<file path="src/rtl/ram_single_port_arbiter_if.sv">
// Client request/response bundle for ram_single_port_arbiter.
// master: the requesting client; slave: the arbiter.
interface ram_single_port_arbiter_if #(
    parameter int WIDTH         = 8,
    parameter int ADDRESS_WIDTH = 4
);
    logic                     valid;
    logic                     ready;
    logic                     write;
    logic [ADDRESS_WIDTH-1:0] address;
    logic [WIDTH-1:0]         write_data;
    logic                     read_valid;
    logic [WIDTH-1:0]         read_data;

    modport master (
        output valid, write, address, write_data,
        input  ready, read_valid, read_data
    );

    modport slave (
        input  valid, write, address, write_data,
        output ready, read_valid, read_data
    );
endinterface

</file>
<file path="src/rtl/ram_single_port_arbiter.sv">
// Two-client arbiter in front of a single-port RAM with a combinational read.
// Grant is combinational; read responses are registered one cycle after acceptance.
// Optional macro RAM_SINGLE_PORT_ARBITER_ROUND_ROBIN_EN: when defined, contention
// alternates using last_grant; when undefined, client 0 has fixed priority.
module ram_single_port_arbiter #(
    parameter int WIDTH         = 8,
    parameter int DEPTH         = 16,
    parameter int ADDRESS_WIDTH = $clog2(DEPTH)
) (
    input  logic                     clock,
    input  logic                     resetn,
    ram_single_port_arbiter_if.slave port0,
    ram_single_port_arbiter_if.slave port1,
    output logic                     ram_write_enable,
    output logic                     ram_read_enable,
    output logic [ADDRESS_WIDTH-1:0] ram_address,
    output logic [WIDTH-1:0]         ram_write_data,
    input  logic [WIDTH-1:0]         ram_read_data
);

    logic             grant0;
    logic             grant1;
    logic             read_valid0;
    logic             read_valid1;
    logic [WIDTH-1:0] read_data0;
    logic [WIDTH-1:0] read_data1;

`ifdef RAM_SINGLE_PORT_ARBITER_ROUND_ROBIN_EN
    // 1 = client 1 made the most recent transfer; reset to 1 so client 0 wins first.
    logic last_grant;

    // Round-robin grant: on contention the client that did not transfer last wins.
    always_comb begin
        grant0 = 1'b0;
        grant1 = 1'b0;
        if (port0.valid && port1.valid) begin
            grant0 = last_grant;
            grant1 = !last_grant;
        end else begin
            grant0 = port0.valid;
            grant1 = port1.valid;
        end
    end

    // Remember the client of every transfer; hold across idle cycles.
    always_ff @(posedge clock or negedge resetn) begin
        if (!resetn) begin
            last_grant <= 1'b1;
        end else if (grant0) begin
            last_grant <= 1'b0;
        end else if (grant1) begin
            last_grant <= 1'b1;
        end
    end
`else
    // Fixed priority grant: client 1 only when client 0 is not requesting.
    always_comb begin
        grant0 = port0.valid;
        grant1 = port1.valid && !port0.valid;
    end
`endif

    assign port0.ready = grant0;
    assign port1.ready = grant1;

    // Steer the granted client onto the RAM port; drive zeros when idle.
    always_comb begin
        ram_write_enable = 1'b0;
        ram_read_enable  = 1'b0;
        ram_address      = '0;
        ram_write_data   = '0;
        if (grant0) begin
            ram_write_enable = port0.write;
            ram_read_enable  = !port0.write;
            ram_address      = port0.address;
            ram_write_data   = port0.write_data;
        end else if (grant1) begin
            ram_write_enable = port1.write;
            ram_read_enable  = !port1.write;
            ram_address      = port1.address;
            ram_write_data   = port1.write_data;
        end
    end

    // Client 0 read response: pulse valid and capture data on an accepted read.
    always_ff @(posedge clock or negedge resetn) begin
        if (!resetn) begin
            read_valid0 <= 1'b0;
            read_data0  <= '0;
        end else begin
            read_valid0 <= grant0 && !port0.write;
            if (grant0 && !port0.write) begin
                read_data0 <= ram_read_data;
            end
        end
    end

    // Client 1 read response: pulse valid and capture data on an accepted read.
    always_ff @(posedge clock or negedge resetn) begin
        if (!resetn) begin
            read_valid1 <= 1'b0;
            read_data1  <= '0;
        end else begin
            read_valid1 <= grant1 && !port1.write;
            if (grant1 && !port1.write) begin
                read_data1 <= ram_read_data;
            end
        end
    end

    assign port0.read_valid = read_valid0;
    assign port0.read_data  = read_data0;
    assign port1.read_valid = read_valid1;
    assign port1.read_data  = read_data1;

endmodule

</file>
<file path="src/flat_wrapper.sv">
// flat-port wrapper written by rule: the top's interface ports become plain ports
module ram_single_port_arbiter_flat 
#(
    parameter int WIDTH         = 8,
    parameter int DEPTH         = 16,
    parameter int ADDRESS_WIDTH = $clog2(DEPTH)
)
  (clock, resetn, ram_write_enable, ram_read_enable, ram_address, ram_write_data, ram_read_data, port0_valid, port0_write, port0_address, port0_write_data, port0_ready, port0_read_valid, port0_read_data, port1_valid, port1_write, port1_address, port1_write_data, port1_ready, port1_read_valid, port1_read_data);
  ram_single_port_arbiter_if #(.WIDTH(WIDTH), .ADDRESS_WIDTH(ADDRESS_WIDTH)) port0_i ();
  ram_single_port_arbiter_if #(.WIDTH(WIDTH), .ADDRESS_WIDTH(ADDRESS_WIDTH)) port1_i ();
  input  logic clock;
  input  logic resetn;
  output logic ram_write_enable;
  output logic ram_read_enable;
  output logic [ADDRESS_WIDTH-1:0] ram_address;
  output logic [WIDTH-1:0] ram_write_data;
  input  logic [WIDTH-1:0] ram_read_data;
  input wire logic [$bits(port0_i.valid)-1:0] port0_valid;
  input wire logic [$bits(port0_i.write)-1:0] port0_write;
  input wire logic [$bits(port0_i.address)-1:0] port0_address;
  input wire logic [$bits(port0_i.write_data)-1:0] port0_write_data;
  output wire logic [$bits(port0_i.ready)-1:0] port0_ready;
  output wire logic [$bits(port0_i.read_valid)-1:0] port0_read_valid;
  output wire logic [$bits(port0_i.read_data)-1:0] port0_read_data;
  input wire logic [$bits(port1_i.valid)-1:0] port1_valid;
  input wire logic [$bits(port1_i.write)-1:0] port1_write;
  input wire logic [$bits(port1_i.address)-1:0] port1_address;
  input wire logic [$bits(port1_i.write_data)-1:0] port1_write_data;
  output wire logic [$bits(port1_i.ready)-1:0] port1_ready;
  output wire logic [$bits(port1_i.read_valid)-1:0] port1_read_valid;
  output wire logic [$bits(port1_i.read_data)-1:0] port1_read_data;
  assign port0_i.valid = port0_valid;
  assign port0_i.write = port0_write;
  assign port0_i.address = port0_address;
  assign port0_i.write_data = port0_write_data;
  assign port0_ready = port0_i.ready;
  assign port0_read_valid = port0_i.read_valid;
  assign port0_read_data = port0_i.read_data;
  assign port1_i.valid = port1_valid;
  assign port1_i.write = port1_write;
  assign port1_i.address = port1_address;
  assign port1_i.write_data = port1_write_data;
  assign port1_ready = port1_i.ready;
  assign port1_read_valid = port1_i.read_valid;
  assign port1_read_data = port1_i.read_data;
  ram_single_port_arbiter #(.WIDTH(WIDTH), .DEPTH(DEPTH), .ADDRESS_WIDTH(ADDRESS_WIDTH)) u_core (.clock(clock), .resetn(resetn), .port0(port0_i), .port1(port1_i), .ram_write_enable(ram_write_enable), .ram_read_enable(ram_read_enable), .ram_address(ram_address), .ram_write_data(ram_write_data), .ram_read_data(ram_read_data));
endmodule
</file>
<file path="config.mk">
export PLATFORM = sky130hd
export DESIGN_NAME = ram_single_port_arbiter_flat
export DESIGN_NICKNAME = d
export VERILOG_FILES = /design/src/rtl/ram_single_port_arbiter_if.sv /design/src/rtl/ram_single_port_arbiter.sv /design/src/flat_wrapper.sv
export SDC_FILE = /design/constraint.sdc
export NUM_CORES = 1
export LEC_CHECK = 0
export ABC_AREA = 1
export BUFFER_PORTS_ARGS = -buffer_cell sky130_fd_sc_hd__buf_4
export CAP_MARGIN = 20
export CORE_AREA = 10 10 60 62
export CTS_CLUSTER_DIAMETER = 40
export DETAILED_ROUTE_END_ITERATION = 16
export DIE_AREA = 0 0 70 72
export GPL_ROUTABILITY_DRIVEN = 0
export MAX_ROUTING_LAYER = met4
export PLACE_DENSITY = 0.76
export SLEW_MARGIN = 15
export SYNTH_ARGS = -nofsm -noshare
export SYNTH_HDL_FRONTEND = slang
export SYNTH_SLANG_ARGS = --single-unit
</file>
<file path="constraint.sdc">
create_clock -name clock -period 0.8 [get_ports clock]
set_clock_uncertainty 0.15 [all_clocks]
set_input_delay 0.08 -clock clock [delete_from_list [all_inputs] [get_ports clock]]
set_output_delay 0.08 -clock clock [all_outputs]
set_load 0.01 [all_outputs]
</file>
==> run summary <==
flops & latches, synth = 18
Fmax achieved = 0.917 GHz
drt first pass iters = 4
vias = 1172
io pins = 72
FP Rows = 18
CTS Buf Count = 3
sequential power share = 38.1%
grt ovf = 0
NetSw = 0.924 mW
P_leak = 1.15 nW
area leader, netlist = dfrtp_1
worst-skew pair later-pin latency = 0.29 ns
P per Cell Area = 1440 mW/mm2
arrival time at the worst endpoint = 0.86 ns
# DRC = 0
Distinct cells, synth = 14
met2 wire len = 2160 um
slew at the pin closest to its max-slew limit = 0.228 ns
clk slew on worst S/H paths = 0.11 ns
setup slack, reg-to-reg = -0.11 ns
Setup crit end kind = primary output
drt first-iter violations = 26
final wirelength = 4230 um
Critical Path RT = 0.57 ns
CTS tree = yes
ANT nets after route = 0
Hold Path Class = primary input to flip-flop
crit path buf inv count = 1
starting density of the core = 36.6%
YS warnings = 0
cells along the critical path = buf_6
status = complete, but fails checks
Max Cap Viol = 0
Core Area = 0.00243 mm2
slowest CP cell = dfrtp_1
Fill cells = 125
GR Util All Layers = 14.7%
PortBufs = 71
worst IR drop on VDD = 1.33 mV
met1 WL = 1660 um
vias per cell = 4.84
Crit Path Class = flip-flop to primary output
sequential share of the synthesized area = 50.6%
Hold Slack = -0.160 ns
die span in x = 70 um
Antenna Cells = 0
fraction of layout cells with a size suffix above 1 = 65.6%
Nets = 251
antenna violations before repair = 0
first-pass GRT wire length = 5960 um
Finish-stage setup viols = 42
Mean Syn Cell Area = 7.49 um2
most frequent cells in the layout = buf_4, nand2_1, buf_6, nand2_2, dfrtp_1
crit start category = flip-flop
Internal = 2.03 mW
Synth Cell Area = 891 um2
largest net degree at the start of global routing = 19
Layout area overhead = 129%
Clock Power Share = 19.4%
Worst Setup Slack, final = -0.290 ns
final worst path period need = 1.09 ns
total power = 2.95 mW
Clock Path Buffers = 2
Rel. slew slack = 84.8%
DR WL met3 = 342 um
crit share post-route = 136%
vias in the first global route = 1224
Final Hold Viols = 16
top post-synthesis cells by area = dfrtp_1, nand2_1, nand4_1
Post-DP HPWL = 2790 um
CTS Hold Bufs = 1
Synth top area share = 50.6%
H-tree depth = 1
Avg WL per Cell = 17.5 um
most common cell after layout, fill and taps aside = buf_4
CTS sink count = 18
CP delay by family, top = flip-flops
RSZ-0062 raised after global routing = true
clock root buffer = clkbuf_4
uppermost layer routed = met4
Area after DPL = 0.00152 mm2
switching share of power = 31.3%
die footprint = 0.00504 mm2
cells after synthesis = 119
Final Slew Violations = 0
post-synth net total = 157
crit-path max cell delay = 0.43 ns
CP max FO = 2
Die Y = 72 um
post-route cell area = 0.00204 mm2
TNS Setup = -6.42 ns
violated checks = hold timing, setup timing
combinational power share = 42.5%
[routing by layer]
| metal | vias up | GRT usage, % |
|---|---|---|
| met5 | - | - |
| met4 | 0 | 3.51 |
| met1 | 548 | 15.8 |
| li1 | 555 | - |
| met3 | 6 | 4.49 |
| met2 | 63 | 26.0 |
[timing repair]
action                                  4_1_cts  5_1_grt
endpoints found under the setup margin       33       46
gates resized for setup                      73       27
endpoints found under the hold margin        34       16
cloned                                        1        0
buffers inserted                             10        8
pin swaps                                    11       16
[worst paths after layout]
| check | cells past startpoint | to | from |
|---|---|---|---|
| setup reg to reg | 3 | u_core.port0.read_data[4] | u_core.port0.read_data[4] |
| min in group asynchronous | 2 | u_core.port0.read_data[2] | resetn |
| max in group asynchronous | 2 | u_core.port0.read_data[1] | resetn |
| hold / removal | 3 | u_core.port0.read_data[3] | ram_read_data[3] |
| hold reg to reg | 2 | u_core.port0.read_data[2] | u_core.port0.read_data[2] |
| setup / recovery | 1 | port0_read_data[3] | u_core.port0.read_data[3] |
[flip-flops by register name (all words and copies together) (netlist names)]
signal	count
u_core.port1.read_data	8
u_core.port1.read_valid	1
u_core.port0.read_data	8
u_core.port0.read_valid	1
[metrics by stage]
step / util, % / instances / setup slack [ns]
global route: 84.1 / 242 / -0.309
detailed placement: 62.4 / 222 / -0.210
finish: 84.1 / 242 / -0.290
global placement: 62.4 / 222 / -0.166
floorplan: - / 119 / -0.0546
CTS: 78.8 / 238 / -0.267
[Yosys cell counts]
master and instances:
nand2_2 2, buf_2 1, nand3_2 1, clkinv_1 1, a21oi_1 1, inv_1 2
buf_4 2, buf_6 2, nand2_1 77, dfrtp_1 18, inv_6 1, inv_2 2
nor2_1 1, nand4_1 8
[final cells by class]
| type | instances | area (um2) | area share, % |
|---|---|---|---|
| timing repair buffer | 93 | 898 | 43.9 |
| multi-input combinational | 90 | 558 | 27.3 |
| sequential | 18 | 450 | 22.0 |
| inverter | 6 | 47.5 | 2.33 |
| tap | 30 | 37.5 | 1.84 |
| clock buffer | 4 | 36.3 | 1.77 |
| timing repair inverter | 1 | 16.3 | 0.796 |
[kinds of logic after synthesis]
kind of cell / after synthesis / synth area share [%]
compound gates: 1 / 0.561
buf+inv: 11 / 7.86
flops: 18 / 50.6
simple gates: 89 / 41.0
[power groups by stage]
stage          combinational [mW]  sequential, mW  clock (mW)
2_1_floorplan               0.272            1.16           0
3_3_place_gp                0.831            1.11           0
3_5_place_dp                0.852            1.11           0
4_1_cts                      1.14            1.11       0.573
5_1_grt                      1.34            1.14       0.615
6_report                     1.25            1.12       0.571
Power figures use the tool's default switching activity.
